**config.mk**
```make
export PLATFORM = sky130hd
export DESIGN_NAME = mem_block_copier
export DESIGN_NICKNAME = d
export VERILOG_FILES = /design/src/rtl/mem_block_copier.sv
export SDC_FILE = /design/constraint.sdc
export NUM_CORES = 1
export LEC_CHECK = 0
export ABC_AREA = 1
export ABC_CLOCK_PERIOD_IN_PS = 3500
export CAP_MARGIN = 10
export CORE_MARGIN = 2
export CORE_UTILIZATION = 57
export CTS_CLUSTER_SIZE = 24
export DETAILED_ROUTE_END_ITERATION = 6
export HOLD_SLACK_MARGIN = 0.15
export PLACE_DENSITY = 0.86
export SLEW_MARGIN = 20
export SYNTH_ARGS = -nofsm -noshare
export SYNTH_HDL_FRONTEND = slang
export SYNTH_SLANG_ARGS = --single-unit
```
**constraint.sdc**
```tcl
create_clock -name clock -period 3.5 [get_ports clock]
set_input_delay 0.875 -clock clock [delete_from_list [all_inputs] [get_ports clock]]
set_output_delay 0.875 -clock clock [all_outputs]
set_load 0.005 [all_outputs]
```
**src/rtl/mem_block_copier.sv**
```systemverilog
// Block copier: moves LEN big-endian 16-bit words between byte addresses over a
// single-port memory, one read and one write per word, with a wrapping checksum.
module mem_block_copier #(
  parameter int ADDR_WIDTH = 16,
  parameter int WORD_WIDTH = 16,
  parameter int LEN_WIDTH  = 8
) (
  input  logic                  clock,
  input  logic                  reset,
  input  logic                  start,
  input  logic [ADDR_WIDTH-1:0] src_addr,
  input  logic [ADDR_WIDTH-1:0] dst_addr,
  input  logic [LEN_WIDTH-1:0]  len,
  output logic                  busy,
  output logic                  done,
  output logic [WORD_WIDTH-1:0] checksum,
  output logic [ADDR_WIDTH-1:0] mem_address,
  output logic                  mem_wr_en,
  output logic [WORD_WIDTH-1:0] mem_wdata,
  input  logic [WORD_WIDTH-1:0] mem_rdata
);

  typedef enum logic [1:0] {IDLE, READ, WRITE, DONE} state_t;

  localparam logic [ADDR_WIDTH-1:0] WORD_BYTES = ADDR_WIDTH'(2);
  localparam logic [LEN_WIDTH-1:0]  LAST_WORD  = LEN_WIDTH'(1);

  state_t                state;
  logic [ADDR_WIDTH-1:0] src_ptr;
  logic [ADDR_WIDTH-1:0] dst_ptr;
  logic [LEN_WIDTH-1:0]  remaining;
  logic [WORD_WIDTH-1:0] buffer;

  // Control strobes depend only on the registered state.
  assign busy      = (state == READ) || (state == WRITE);
  assign done      = (state == DONE);
  assign mem_wr_en = (state == WRITE);
  assign mem_wdata = buffer;

  always_ff @(posedge clock or negedge reset) begin
    if (!reset) begin
      state       <= IDLE;
      src_ptr     <= '0;
      dst_ptr     <= '0;
      remaining   <= '0;
      buffer      <= '0;
      checksum    <= '0;
      mem_address <= '0;
    end else begin
      case (state)
        IDLE: begin
          if (start) begin
            checksum <= '0;
            if (len != '0) begin
              src_ptr     <= src_addr;
              dst_ptr     <= dst_addr;
              remaining   <= len;
              mem_address <= src_addr;
              state       <= READ;
            end else begin
              state <= DONE;
            end
          end
        end
        READ: begin
          buffer      <= mem_rdata;
          src_ptr     <= src_ptr + WORD_BYTES;
          mem_address <= dst_ptr;
          state       <= WRITE;
        end
        WRITE: begin
          checksum  <= checksum + buffer;
          dst_ptr   <= dst_ptr + WORD_BYTES;
          remaining <= remaining - LAST_WORD;
          if (remaining == LAST_WORD) begin
            state <= DONE;
          end else begin
            // src_ptr already advanced during READ, so it points at the next word.
            mem_address <= src_ptr;
            state       <= READ;
          end
        end
        default: begin
          state <= IDLE;
        end
      endcase
    end
  end

endmodule

```
==> report_table.html, run 1 <==
<table>
<tr><th>Metric</th><th>Value</th></tr>
<tr><th colspan="2">Timing</th></tr>
<tr><td>Number of endpoints failing setup at the final stage</td><td>0</td></tr>
<tr><td>Max transition margin</td><td>59.1%</td></tr>
<tr><td>Unrepaired setup endpoints after global routing</td><td>false</td></tr>
<tr><td>Final period demand of the worst path</td><td>2.92 ns</td></tr>
<tr><td>Final worst-path cycle share</td><td>83.4%</td></tr>
<tr><td>F_max</td><td>343 MHz</td></tr>
<tr><td>Final Skew</td><td>0.0140 ns</td></tr>
<tr><td>Slew of the pin with the lowest slew margin</td><td>0.614 ns</td></tr>
<tr><td>Max Transition Viols Final</td><td>0</td></tr>
<tr><td>Minimum hold slack</td><td>0.497 ns</td></tr>
<tr><td>Final hold violation count</td><td>0</td></tr>
<tr><td>Setup TNS</td><td>0 ns</td></tr>
<tr><th colspan="2">Floorplan</th></tr>
<tr><td>DIE HEIGHT</td><td>105 um</td></tr>
<tr><td>Number of primary I/O pins</td><td>110</td></tr>
<tr><td>DIE WIDTH</td><td>105 um</td></tr>
<tr><td>Initial standard-cell utilization of the core</td><td>59.2%</td></tr>
<tr><td>Number of placement rows</td><td>36</td></tr>
<tr><td>Core area</td><td>0.00986 mm^2</td></tr>
<tr><td>Die area</td><td>0.0111 mm^2</td></tr>
<tr><th colspan="2">Pwr</th></tr>
<tr><td>Maximum vdd ir drop</td><td>0.398 mV</td></tr>
<tr><td>Power per cell area</td><td>899 mW/mm^2</td></tr>
<tr><td>Leak pwr</td><td>3.60 nW</td></tr>
<tr><th colspan="2">Hold path</th></tr>
<tr><td>Worst hold path stage count</td><td>2</td></tr>
<tr><td>Origin of the worst min-delay path</td><td>mem_address[7]</td></tr>
<tr><td>Worst hold-check path type</td><td>reg -&gt; reg</td></tr>
<tr><td>Endpoint, Worst Hold</td><td>mem_address[7]</td></tr>
<tr><th colspan="2">Synth</th></tr>
<tr><td>Count of state elements after synthesis</td><td>90</td></tr>
<tr><td>Share of synthesized registers carrying an async set or reset</td><td>100%</td></tr>
<tr><td>Net count after synthesis</td><td>931</td></tr>
<tr><td>Dominant combinational cell family by area after synthesis</td><td>simple AND/OR/NAND/NOR gates</td></tr>
<tr><td>Number of library cell types mapped by synthesis</td><td>35</td></tr>
<tr><td>Synthesized-area fraction occupied by xor and xnor cells</td><td>1.50%</td></tr>
<tr><td>Simple-Gate Fraction of Synth Area</td><td>33.4%</td></tr>
<tr><td>Number of enable flip-flop cells after synthesis</td><td>0</td></tr>
<tr><td>Syn Inst Count</td><td>848</td></tr>
<tr><td>Syn Area/Cell</td><td>6.89 um^2</td></tr>
<tr><td>Synth warnings</td><td>0</td></tr>
<tr><td>Adder and majority gate portion of the synthesized area</td><td>5.27%</td></tr>
<tr><td>Sequential cell area fraction in the yosys report</td><td>38.5%</td></tr>
<tr><td>Top flip-flop cell by instance count after synthesis</td><td>dfrtp_1</td></tr>
<tr><td>Cell area after synthesis</td><td>0.00584 mm^2</td></tr>
<tr><td>Mux contribution to synthesized area</td><td>1.54%</td></tr>
<tr><td>Fraction of the mapped netlist area in compound gates</td><td>11.2%</td></tr>
<tr><th colspan="2">Routing</th></tr>
<tr><td>Violation count after the first detailed-route iteration</td><td>404</td></tr>
<tr><td>DR vias</td><td>5,849</td></tr>
<tr><td>Total iterations of the first detailed-routing run</td><td>5</td></tr>
<tr><td>Routed via count divided by cell count</td><td>5.39</td></tr>
<tr><td>Number of nets still failing antenna checks after routing</td><td>0</td></tr>
<tr><td>Routed len/inst</td><td>13.6 um</td></tr>
<tr><td>DR DRC count</td><td>0</td></tr>
<tr><td>DRT Wirelength</td><td>14,700 um</td></tr>
<tr><th colspan="2">Critical path</th></tr>
<tr><td>Register-to-register setup slack</td><td>0.87 ns</td></tr>
<tr><td>Worst Path Required</td><td>2.62 ns</td></tr>
<tr><td>Worst Path Arrival</td><td>2.04 ns</td></tr>
<tr><td>Beginning of the worst register-to-register path</td><td>state[0]</td></tr>
<tr><td>Element type at the critical path end</td><td>output port</td></tr>
<tr><td>Worst reg2reg path depth</td><td>10</td></tr>
<tr><td>Worst flop-to-flop path endpoint</td><td>dst_ptr[3]</td></tr>
<tr><td>Longest individual stage delay on the worst path</td><td>0.62 ns</td></tr>
<tr><td>Maximum net fanout on the critical path</td><td>16</td></tr>
<tr><td>CP max-delay cell</td><td>clkdlybuf4s50_1</td></tr>
<tr><td>Crit path kind</td><td>reg -&gt; out</td></tr>
<tr><td>Startpoint class of the critical path</td><td>flop</td></tr>
<tr><td>Ordered list of cells on the worst path</td><td>inv_1 &gt; ha_1 &gt; clkdlybuf4s50_1</td></tr>
<tr><th colspan="2">GRT</th></tr>
<tr><td>GRT Residual Overflow</td><td>0</td></tr>
<tr><td>Vias in the first global route</td><td>5,452</td></tr>
<tr><td>Overall fraction of global-route tracks in use</td><td>27.5%</td></tr>
<tr><td>First-pass GRT wire length</td><td>25,000 um</td></tr>
<tr><td>Number of antenna violations at the first check in global routing</td><td>0</td></tr>
<tr><td>Pin count of the biggest net entering global routing</td><td>48</td></tr>
<tr><th colspan="2">Finish</th></tr>
<tr><td>Final instance area</td><td>0.00723 mm^2</td></tr>
<tr><td>Ratio of cells with drive above 1 in the final layout</td><td>4.72%</td></tr>
<tr><td>Area Growth Syn to Fin</td><td>23.7%</td></tr>
<tr><td>Number of nets at the end of the flow</td><td>1,031</td></tr>
<tr><td>Number of antenna repair diodes</td><td>0</td></tr>
<tr><td>Commonest non-fill, non-tap cell in the layout</td><td>nand2_1</td></tr>
<tr><td>Commonest cells after routing, fill and taps aside</td><td>nand2_1, clkdlybuf4s50_1, dfrtp_1, inv_1, nor2_1</td></tr>
<tr><th colspan="2">Run status</th></tr>
<tr><td>Run status</td><td>finished, final reports clean</td></tr>
<tr><th colspan="2">CTS</th></tr>
<tr><td>Buffers from clock root to sink, at most</td><td>2</td></tr>
<tr><td>Number of buffers created by CTS</td><td>9</td></tr>
<tr><td>Clock tree from TritonCTS</td><td>yes</td></tr>
<tr><td>Clock network latency to the later pin of the worst-skew pair</td><td>0.36 ns</td></tr>
<tr><td>Number of levels in the clock H-tree</td><td>3</td></tr>
<tr><td># resized after CTS</td><td>0</td></tr>
<tr><td>Clock slew seen by the registers of the worst setup and hold paths</td><td>0.09 ns</td></tr>
<tr><td>Sink count of the clock tree</td><td>90</td></tr>
<tr><td>Hold buffer count at CTS</td><td>0</td></tr>
<tr><td>Number of setup buffers added after CTS</td><td>0</td></tr>
<tr><td>Library cell used as clock root buffer</td><td>clkbuf_8</td></tr>
<tr><th colspan="2">Placed design</th></tr>
<tr><td>Routability congestion estimate</td><td>0.920</td></tr>
<tr><td>Number of I/O port buffers</td><td>109</td></tr>
<tr><td>Area after detailed placement</td><td>0.00703 mm^2</td></tr>
<tr><td>Placed wire-length estimate after detailed placement</td><td>10,700 um</td></tr>
<tr><th colspan="2">Job</th></tr>
<tr><td>Max-cap violations</td><td>0</td></tr>
</table>
==> power breakdown <==
| part | switching, W | leakage [nW] | internal (W) |
|---|---|---|---|
| Sequential | 0.000468 | 1.12 | 0.00155 |
| Clock | 0.000380 | 0.100 | 0.000354 |
| Combinational | 0.00218 | 2.38 | 0.00156 |
| Total | 0.00303 | 3.60 | 0.00347 |
==> sequential cells by signal, summed over array words and instances (netlist names) <==
signal	count
checksum	16
dst_ptr	16
mem_address	16
mem_wdata	16
src_ptr	16
remaining	8
state	2
==> worst max-delay path: cells and delay by family (launching register included) <==
family     cells  cell delay [ns]
buf+inv        2             0.74
flops          1             0.41
fa+ha+maj      1             0.54
==> cell usage after synthesis (all sizes together), types with 3 or more instances <==
| master | n | area, um^2 |
|---|---|---|
| nand2 | 314 | 1180 |
| inv | 92 | 345 |
| dfrtp | 90 | 2250 |
| o21ai | 88 | 444 |
| nor2 | 75 | 319 |
| nand3 | 58 | 300 |
| ha | 23 | 288 |
| a21oi | 17 | 85.1 |
| buf | 17 | 106 |
| clkbuf | 12 | 45.0 |
| nand4 | 11 | 68.8 |
| mux2i | 9 | 90.1 |
| nor3 | 9 | 45.0 |
| o211ai | 8 | 70.1 |
| xor2 | 8 | 70.1 |
| o22ai | 4 | 25.0 |
| or2 | 3 | 18.8 |
==> per-stage QoR <==
step	instances	power (W)	setup slack, ns	utilization (%)
floorplan	848	0.00443	1.67	-
global placement	1070	0.00561	0.800	71.3
detailed placement	1070	0.00573	0.759	71.3
CTS	1086	0.00648	0.597	73.3
global route	1086	0.00710	0.458	73.3
finish	1086	0.00650	0.583	73.3
==> cells by family (layout without fill, tap and decap cells) <==
| group | count (synthesis) | count (layout) |
|---|---|---|
| xor gates and xnor gates | 10 | 10 |
| muxes | 9 | 9 |
| adders and majority gates | 24 | 24 |
| AOI/OAI and AO/OA | 121 | 121 |
| DFF | 90 | 90 |
| and+or+nand+nor | 473 | 473 |
| buffers and inverters | 121 | 226 |
==> worst max path at each step <==
stage,start,end,slack [ns],cells past startpoint
2_1_floorplan,len[5],src_ptr[10],1.67,9
3_3_place_gp,start,dst_ptr[3],0.80,9
3_5_place_dp,start,dst_ptr[3],0.76,9
4_1_cts,state[0],mem_wr_en,0.60,3
5_1_grt,state[0],mem_wr_en,0.46,3
6_report,state[0],mem_wr_en,0.58,3
==> area by class of cell <==
| cell class | instances | area (um^2) |
|---|---|---|
| Clock buffer | 11 | 141 |
| Fill cell | 799 | 2630 |
| Tap cell | 133 | 166 |
| Timing Repair Buffer | 118 | 1170 |
| Clock inverter | 5 | 60.1 |
| Inverter | 92 | 345 |
| Multi-Input combinational cell | 637 | 3100 |
| Sequential cell | 90 | 2250 |
==> routing by layer <==
metal  GRT usage (%)  up-vias  part of all wire, %
met5               0        -                    0
met3            3.28       35                  6.6
met1            40.8     2670                   47
met4            9.24        0                  2.6
li1                -     2915                    -
met2            41.7      229                   43
Note: power is estimated with default switching activity, not from simulation.
==> inputs of run 2 (changes only) <==
- ABC_CLOCK_PERIOD_IN_PS: 3500 -> 2540
- CORE_UTILIZATION: 57 -> 48
- PLACE_DENSITY: 0.86 -> 0.77
- clock period: 3.5 -> 2.54 ns (I/O delays scaled with it)
==> report_table.html, run 2 (synthesis gave the netlist of run 1 again) <==
<table>
<tr><th>Metric</th><th>Value</th></tr>
<tr><th colspan="2">Run status</th></tr>
<tr><td>Run status</td><td>finished, final reports clean</td></tr>
<tr><th colspan="2">Pwr</th></tr>
<tr><td>Internal power consumption</td><td>0.00505 W (+46%)</td></tr>
<tr><td>Power per cell area</td><td>1260 mW/mm^2 (+40%)</td></tr>
<tr><td>Portion of total power attributed to the clock network</td><td>13.6% (+2.3 points)</td></tr>
<tr><td>Maximum vdd ir drop</td><td>0.571 mV (+44%)</td></tr>
<tr><td>Sequential Power Share</td><td>30.2% (-0.8 points)</td></tr>
<tr><td>Part of the power in combinational logic</td><td>56.2% (-1.5 points)</td></tr>
<tr><td>Switching Share</td><td>45.6% (-1.1 points)</td></tr>
<tr><td>Leak pwr</td><td>3.67 nW (+2.0%)</td></tr>
<tr><td>Switching power of the nets</td><td>0.00423 W (+40%)</td></tr>
<tr><th colspan="2">Timing</th></tr>
<tr><td>Max Transition Viols Final</td><td>0 (unchanged)</td></tr>
<tr><td>Setup TNS</td><td>0 ns (unchanged)</td></tr>
<tr><td>Final period demand of the worst path</td><td>2.35 ns</td></tr>
<tr><td>F_max</td><td>425 MHz</td></tr>
<tr><td>Slew of the pin with the lowest slew margin</td><td>0.573 ns (-0.0403 ns)</td></tr>
<tr><td>Final worst-path cycle share</td><td>92.7%</td></tr>
<tr><td>Final hold violation count</td><td>0 (unchanged)</td></tr>
<tr><td>Post-layout worst setup margin</td><td>0.186 ns (-0.397 ns)</td></tr>
<tr><td>Minimum hold slack</td><td>0.281 ns (-0.216 ns)</td></tr>
<tr><td>Final Skew</td><td>0.00871 ns (-0.00526 ns)</td></tr>
<tr><td>Number of endpoints failing setup at the final stage</td><td>0 (unchanged)</td></tr>
<tr><td>Max transition margin</td><td>61.8% (+2.7 points)</td></tr>
<tr><td>Unrepaired setup endpoints after global routing</td><td>false</td></tr>
<tr><th colspan="2">Placed design</th></tr>
<tr><td>Pre-CTS setup slack</td><td>0.262 ns (-0.496 ns)</td></tr>
<tr><td>Number of placed instances, taps included</td><td>1,089 (+1.8%)</td></tr>
<tr><td>Routability congestion estimate</td><td>0.913 (-0.80%)</td></tr>
<tr><td>Placed wire-length estimate after detailed placement</td><td>11,200 um (+4.6%)</td></tr>
<tr><td>Area after detailed placement</td><td>0.00711 mm^2 (+1.1%)</td></tr>
<tr><td>Number of I/O port buffers</td><td>109 (unchanged)</td></tr>
<tr><th colspan="2">Critical path</th></tr>
<tr><td>Ordered list of cells on the worst path</td><td>inv_1 &gt; ha_1 &gt; clkdlybuf4s50_1</td></tr>
<tr><td>Worst Path Arrival</td><td>1.72 ns (-0.32 ns)</td></tr>
<tr><td>Maximum net fanout on the critical path</td><td>3 (-13)</td></tr>
<tr><td>Worst Path Required</td><td>1.90 ns (-0.72 ns)</td></tr>
<tr><td>Top delay family on crit path</td><td>buffers and inverters</td></tr>
<tr><td>Startpoint class of the critical path</td><td>flop</td></tr>
<tr><td>Crit path kind</td><td>reg -&gt; out</td></tr>
<tr><td>CP max-delay cell</td><td>clkdlybuf4s50_1</td></tr>
<tr><td>Element type at the critical path end</td><td>output port</td></tr>
<tr><td>Number of buffer and inverter stages on the critical path</td><td>2 (unchanged)</td></tr>
<tr><td>Longest individual stage delay on the worst path</td><td>0.53 ns (-0.09 ns)</td></tr>
<tr><th colspan="2">CTS</th></tr>
<tr><td>Library cell used as clock root buffer</td><td>clkbuf_16</td></tr>
<tr><td>Hold buffer count at CTS</td><td>0 (unchanged)</td></tr>
<tr><td>Clock slew seen by the registers of the worst setup and hold paths</td><td>0.06 ns (-0.03 ns)</td></tr>
<tr><td>Clock tree from TritonCTS</td><td>yes</td></tr>
<tr><td>Buffers from clock root to sink, at most</td><td>2 (unchanged)</td></tr>
<tr><td># resized after CTS</td><td>0 (unchanged)</td></tr>
<tr><td>Number of setup buffers added after CTS</td><td>0 (unchanged)</td></tr>
<tr><td>Number of buffers created by CTS</td><td>9 (unchanged)</td></tr>
<tr><td>Clock network latency to the later pin of the worst-skew pair</td><td>0.34 ns (-0.02 ns)</td></tr>
<tr><td>Number of levels in the clock H-tree</td><td>3 (unchanged)</td></tr>
<tr><td>Sink count of the clock tree</td><td>90 (unchanged)</td></tr>
<tr><th colspan="2">Floorplan</th></tr>
<tr><td>Die area</td><td>0.0131 mm^2 (+18%)</td></tr>
<tr><td>DIE WIDTH</td><td>114 um (+8.6%)</td></tr>
<tr><td>Number of placement rows</td><td>40 (+11%)</td></tr>
<tr><td>Number of primary I/O pins</td><td>110 (unchanged)</td></tr>
<tr><td>DIE HEIGHT</td><td>114 um (+8.6%)</td></tr>
<tr><td>Initial standard-cell utilization of the core</td><td>48.8% (-10 points)</td></tr>
<tr><td>Core area</td><td>0.0120 mm^2 (+21%)</td></tr>
<tr><th colspan="2">Routing</th></tr>
<tr><td>Routed via count divided by cell count</td><td>5.27 (-2.1%)</td></tr>
<tr><td>DR vias</td><td>5,823 (-0.44%)</td></tr>
<tr><td>Violation count after the first detailed-route iteration</td><td>509 (+26%)</td></tr>
<tr><td>Routed len/inst</td><td>14.0 um (+3.0%)</td></tr>
<tr><td>Total iterations of the first detailed-routing run</td><td>5 (unchanged)</td></tr>
<tr><td>Number of nets still failing antenna checks after routing</td><td>0 (unchanged)</td></tr>
<tr><td>DR DRC count</td><td>0 (unchanged)</td></tr>
<tr><td>DRT Wirelength</td><td>15,400 um (+4.7%)</td></tr>
<tr><th colspan="2">Finish</th></tr>
<tr><td>Commonest cells after routing, fill and taps aside</td><td>nand2_1, clkdlybuf4s50_1, dfrtp_1, inv_1, nor2_1</td></tr>
<tr><td>Area Growth Syn to Fin</td><td>26.3%</td></tr>
<tr><td>Ratio of cells with drive above 1 in the final layout</td><td>5.12% (+0.40 points)</td></tr>
<tr><td>Number of nets at the end of the flow</td><td>1,036 (+0.48%)</td></tr>
<tr><td>Final instance area</td><td>0.00738 mm^2 (+2.1%)</td></tr>
<tr><td>Post-Layout Cell Count</td><td>1,104 (+1.7%)</td></tr>
<tr><td>Number of antenna repair diodes</td><td>0 (unchanged)</td></tr>
<tr><td>Fillers</td><td>1,069 (+34%)</td></tr>
<tr><td>Commonest non-fill, non-tap cell in the layout</td><td>nand2_1</td></tr>
<tr><th colspan="2">Hold path</th></tr>
<tr><td>Worst hold-check path type</td><td>in -&gt; async</td></tr>
<tr><th colspan="2">GRT</th></tr>
<tr><td>Overall fraction of global-route tracks in use</td><td>24.6% (-2.9 points)</td></tr>
<tr><td>First-pass GRT wire length</td><td>25,800 um (+2.9%)</td></tr>
<tr><td>Vias in the first global route</td><td>5,367 (-1.6%)</td></tr>
<tr><td>Number of antenna violations at the first check in global routing</td><td>0 (unchanged)</td></tr>
<tr><td>Pin count of the biggest net entering global routing</td><td>51 (+6.3%)</td></tr>
<tr><td>GRT Residual Overflow</td><td>0 (unchanged)</td></tr>
<tr><th colspan="2">Job</th></tr>
<tr><td>Max-cap violations</td><td>0 (unchanged)</td></tr>
</table>
-- run 2: stage by stage --
| stage | power [W] | util [%] |
|---|---|---|
| after detailed placement | 0.00798 | 59.4 |
| after global routing | 0.0102 | 61.7 |
| after floorplan | 0.00611 | - |
| after CTS | 0.00927 | 61.7 |
| final | 0.00928 | 61.7 |
| after global placement | 0.00784 | 59.4 |
-- run 2: final timing paths --
path,slack (ns),from,endpoint,cells past startpoint
max,0.19,state[0],busy,3
min,0.28,reset,mem_wdata[12],1
max reg2reg,0.59,state[0],mem_address[14],7
min reg2reg,0.49,mem_address[6],mem_address[6],2
max in group asynchronous,1.70,reset,remaining[6],2
min in group clock,0.49,mem_address[6],mem_address[6],2
-- run 2: cell type report --
cell class / instances / area (um^2) / area share [%]
tap: 147 / 184 / 2.49
timing repair buffer: 123 / 1230 / 16.7
inverter: 92 / 345 / 4.68
multi-input combinational: 637 / 3100 / 42.0
clock buffer: 12 / 256 / 3.48
sequential: 90 / 2250 / 30.5
clock inverter: 3 / 15.0 / 0.203
-- run 2: per-layer routing --
layer	global-route usage, %	wire [um]	vias to the layer above
li1	-	-	2925
met1	35.8	7370	2705
met2	38.3	6930	174
met3	3.55	906	19
met4	7.24	206	0
met5	0	0	-
-- run 2: worst reg2reg max path, stage by stage (launching register included) --
cell     delay [ns]
dfrtp_1        0.38
inv_1          0.09
ha_1           0.27
inv_2          0.22
buf_4          0.35
o21ai_0        0.15
mux2i_1        0.26
o21ai_1        0.11
-- run 2: power by group through the flow --
stage          Sequential, W  Clock (W)  Combinational, W
6_report             0.00280    0.00126           0.00522
5_1_grt              0.00289    0.00134           0.00592
4_1_cts              0.00279    0.00126           0.00522
3_5_place_dp         0.00280          0           0.00517
3_3_place_gp         0.00278          0           0.00506
2_1_floorplan        0.00267          0           0.00343
==> inputs of run 3 (changes only) <==
- ABC_CLOCK_PERIOD_IN_PS: 2540 -> 2400
- CORE_UTILIZATION: 48 -> 53
- PLACE_DENSITY: 0.77 -> 0.81
- clock period: 2.54 -> 2.4 ns (I/O delays scaled with it)
==> report_table.html, run 3 (synthesis gave the netlist of run 1 again) <==
<table>
<tr><th>Metric</th><th>Value</th></tr>
<tr><th colspan="2">Routing</th></tr>
<tr><td>Number of nets still failing antenna checks after routing</td><td>0 (unchanged)</td></tr>
<tr><td>Violation count after the first detailed-route iteration</td><td>434 (-15%)</td></tr>
<tr><td>Total iterations of the first detailed-routing run</td><td>7 (+2)</td></tr>
<tr><td>DR vias</td><td>5,727 (-1.6%)</td></tr>
<tr><td>Routed via count divided by cell count</td><td>5.22 (-1.1%)</td></tr>
<tr><td>DRT Wirelength</td><td>14,700 um (-4.7%)</td></tr>
<tr><td>Routed len/inst</td><td>13.4 um (-4.2%)</td></tr>
<tr><td>DR DRC count</td><td>4 (+4)</td></tr>
<tr><th colspan="2">Pwr</th></tr>
<tr><td>Switching Share</td><td>45.7% (+0.17 points)</td></tr>
<tr><td>Maximum vdd ir drop</td><td>0.564 mV (-1.3%)</td></tr>
<tr><td>Part of the power in combinational logic</td><td>57.8% (+1.6 points)</td></tr>
<tr><td>Leak pwr</td><td>3.65 nW (-0.76%)</td></tr>
<tr><td>Sequential Power Share</td><td>30.8% (+0.6 points)</td></tr>
<tr><td>Portion of total power attributed to the clock network</td><td>11.3% (-2.3 points)</td></tr>
<tr><td>Power per cell area</td><td>1310 mW/mm^2 (+4.1%)</td></tr>
<tr><td>Switching power of the nets</td><td>0.00437 W (+3.4%)</td></tr>
<tr><td>Internal power consumption</td><td>0.00519 W (+2.7%)</td></tr>
<tr><th colspan="2">Run status</th></tr>
<tr><td>Run status</td><td>finished with violations</td></tr>
<tr><td>Violations in the final reports</td><td>design-rule violations</td></tr>
<tr><th colspan="2">CTS</th></tr>
<tr><td>Number of setup buffers added after CTS</td><td>0 (unchanged)</td></tr>
<tr><td>Number of levels in the clock H-tree</td><td>3 (unchanged)</td></tr>
<tr><td>Hold buffer count at CTS</td><td>0 (unchanged)</td></tr>
<tr><td># resized after CTS</td><td>0 (unchanged)</td></tr>
<tr><td>Sink count of the clock tree</td><td>90 (unchanged)</td></tr>
<tr><td>Clock slew seen by the registers of the worst setup and hold paths</td><td>0.09 ns (+0.03 ns)</td></tr>
<tr><td>Clock network latency to the later pin of the worst-skew pair</td><td>0.36 ns (+0.02 ns)</td></tr>
<tr><td>Clock tree from TritonCTS</td><td>yes</td></tr>
<tr><td>Buffers from clock root to sink, at most</td><td>2 (unchanged)</td></tr>
<tr><td>Library cell used as clock root buffer</td><td>clkbuf_8</td></tr>
<tr><td>Number of buffers created by CTS</td><td>9 (unchanged)</td></tr>
<tr><th colspan="2">Timing</th></tr>
<tr><td>Number of endpoints failing setup at the final stage</td><td>0 (unchanged)</td></tr>
<tr><td>Max Transition Viols Final</td><td>0 (unchanged)</td></tr>
<tr><td>Max transition margin</td><td>65.8% (+4.0 points)</td></tr>
<tr><td>Setup TNS</td><td>0 ns (unchanged)</td></tr>
<tr><td>Final period demand of the worst path</td><td>2.32 ns</td></tr>
<tr><td>Unrepaired setup endpoints after global routing</td><td>false</td></tr>
<tr><td>Final worst-path cycle share</td><td>96.6%</td></tr>
<tr><td>Slew of the pin with the lowest slew margin</td><td>0.513 ns (-0.0602 ns)</td></tr>
<tr><td>F_max</td><td>432 MHz</td></tr>
<tr><td>Final Skew</td><td>0.0160 ns (+0.00732 ns)</td></tr>
<tr><td>Final hold violation count</td><td>0 (unchanged)</td></tr>
<tr><th colspan="2">Finish</th></tr>
<tr><td>Area taken by flip-flops and latches</td><td>0.00225 mm^2 (unchanged)</td></tr>
<tr><td>Area Growth Syn to Fin</td><td>25.0%</td></tr>
<tr><td>Number of antenna repair diodes</td><td>0 (unchanged)</td></tr>
<tr><td>Commonest non-fill, non-tap cell in the layout</td><td>nand2_1</td></tr>
<tr><td>Number of nets at the end of the flow</td><td>1,039 (+0.29%)</td></tr>
<tr><td>Post-Layout Cell Count</td><td>1,098 (-0.54%)</td></tr>
<tr><td>Footprint of the multi-input gates</td><td>0.00310 mm^2 (unchanged)</td></tr>
<tr><td>Ratio of cells with drive above 1 in the final layout</td><td>5.32% (+0.20 points)</td></tr>
<tr><td>Commonest cells after routing, fill and taps aside</td><td>nand2_1, clkdlybuf4s50_1, dfrtp_1, inv_1, nor2_1</td></tr>
<tr><td>Fillers</td><td>973 (-9.0%)</td></tr>
<tr><th colspan="2">GRT</th></tr>
<tr><td>First-pass GRT wire length</td><td>25,300 um (-2.0%)</td></tr>
<tr><td>Pin count of the biggest net entering global routing</td><td>51 (unchanged)</td></tr>
<tr><td>Overall fraction of global-route tracks in use</td><td>26.7% (+2.1 points)</td></tr>
<tr><td>Vias in the first global route</td><td>5,464 (+1.8%)</td></tr>
<tr><td>GRT Residual Overflow</td><td>0 (unchanged)</td></tr>
<tr><td>Number of antenna violations at the first check in global routing</td><td>0 (unchanged)</td></tr>
<tr><th colspan="2">Critical path</th></tr>
<tr><td>CP max-delay cell</td><td>clkdlybuf4s50_1</td></tr>
<tr><td>Top delay family on crit path</td><td>buffers and inverters</td></tr>
<tr><td>Number of buffer and inverter stages on the critical path</td><td>2 (unchanged)</td></tr>
<tr><td>Longest individual stage delay on the worst path</td><td>0.55 ns (+0.02 ns)</td></tr>
<tr><td>Worst Path Required</td><td>1.80 ns (-0.10 ns)</td></tr>
<tr><td>Startpoint class of the critical path</td><td>flop</td></tr>
<tr><td>Crit path kind</td><td>reg -&gt; out</td></tr>
<tr><td>Worst Path Arrival</td><td>1.72 ns (about the same)</td></tr>
<tr><td>Maximum net fanout on the critical path</td><td>4 (+1)</td></tr>
<tr><td>Ordered list of cells on the worst path</td><td>inv_1 &gt; ha_1 &gt; clkdlybuf4s50_1</td></tr>
<tr><td>Element type at the critical path end</td><td>output port</td></tr>
<tr><th colspan="2">Floorplan</th></tr>
<tr><td>Number of placement rows</td><td>38 (-5.0%)</td></tr>
<tr><td>Die area</td><td>0.0119 mm^2 (-9.1%)</td></tr>
<tr><td>DIE HEIGHT</td><td>109 um (-4.7%)</td></tr>
<tr><td>Core area</td><td>0.0108 mm^2 (-9.8%)</td></tr>
<tr><td>Number of primary I/O pins</td><td>110 (unchanged)</td></tr>
<tr><td>Initial standard-cell utilization of the core</td><td>54.1% (+5.3 points)</td></tr>
<tr><td>DIE WIDTH</td><td>109 um (-4.7%)</td></tr>
<tr><th colspan="2">Hold path</th></tr>
<tr><td>Worst hold-check path type</td><td>in -&gt; async</td></tr>
<tr><th colspan="2">Placed design</th></tr>
<tr><td>Placed wire-length estimate after detailed placement</td><td>11,000 um (-1.4%)</td></tr>
<tr><td>Number of I/O port buffers</td><td>109 (unchanged)</td></tr>
<tr><td>Routability congestion estimate</td><td>0.901 (-1.2%)</td></tr>
<tr><td>Number of placed instances, taps included</td><td>1,085 (-0.37%)</td></tr>
<tr><th colspan="2">Job</th></tr>
<tr><td>Max-cap violations</td><td>0 (unchanged)</td></tr>
</table>
## run 3: cell count changes in the layout (fill, tap and decap cells not counted)
cell / delta
buf_4: +4
clkbuf_1: -1
bufinv_16: +2
clkbuf_16: -9
clkbuf_8: +7
buf_12: -1
clkinv_2: -1
## run 3: metrics by stage
| stage | utilization, % | setup WS, ns | hold WS [ns] | power (W) | instance area (um^2) |
|---|---|---|---|---|---|
| floorplan | - | 0.768 | 0.304 | 0.00646 | 5840 |
| global placement | 65.9 | 0.175 | 0.472 | 0.00832 | 7110 |
| detailed placement | 65.9 | 0.0994 | 0.477 | 0.00847 | 7110 |
| CTS | 67.7 | 0.0679 | 0.196 | 0.00957 | 7300 |
| global route | 67.7 | 0.0172 | 0.213 | 0.0105 | 7300 |
| finish | 67.7 | 0.0828 | 0.188 | 0.00956 | 7300 |
## run 3: area by class of cell
| cell class | instances | area share, % |
|---|---|---|
| inverter | 92 | 4.73 |
| timing repair buffer | 126 | 17.0 |
| multi-input combinational | 637 | 42.4 |
| clock buffer | 9 | 1.70 |
| tap | 140 | 2.40 |
| clock inverter | 4 | 0.959 |
| sequential | 90 | 30.8 |
## run 3: worst register-to-register path, stage by stage, from the launching register on
cell	delay (ns)
dfrtp_1	0.41
inv_1	0.11
ha_1	0.25
nand2_1	0.07
nor2_1	0.12
nand3_2	0.18
nand2_2	0.22
inv_2	0.15
buf_4	0.20
nand2_1	0.07
o21ai_1	0.05
## run 3: power by group through the flow
| stage | Combinational (W) | Clock (W) | Sequential (W) |
|---|---|---|---|
| floorplan | 0.00363 | 0 | 0.00283 |
| global placement | 0.00538 | 0 | 0.00294 |
| detailed placement | 0.00550 | 0 | 0.00296 |
| CTS | 0.00553 | 0.00110 | 0.00294 |
| global route | 0.00632 | 0.00116 | 0.00305 |
| finish | 0.00553 | 0.00109 | 0.00295 |
## run 3: worst paths after layout
path / from / endpoint / cells past startpoint / slack [ns]
setup / recovery: state[0] / mem_wr_en / 3 / 0.08
hold / removal: reset / mem_wdata[9] / 1 / 0.19
setup reg to reg: state[0] / remaining[3] / 10 / 0.46
hold reg to reg: mem_address[11] / mem_address[11] / 2 / 0.49
max in group asynchronous: reset / mem_wdata[11] / 2 / 1.55
min in group clock: mem_address[11] / mem_address[11] / 2 / 0.49
## run 3: per-layer routing
layer | wire length [um] | global-route usage, % | up-vias
li1 | - | - | 2922
met1 | 6900 | 38.9 | 2575
met2 | 6580 | 41.0 | 208
met3 | 959 | 3.05 | 22
met4 | 250 | 9.34 | 0
met5 | 0 | 0 | -
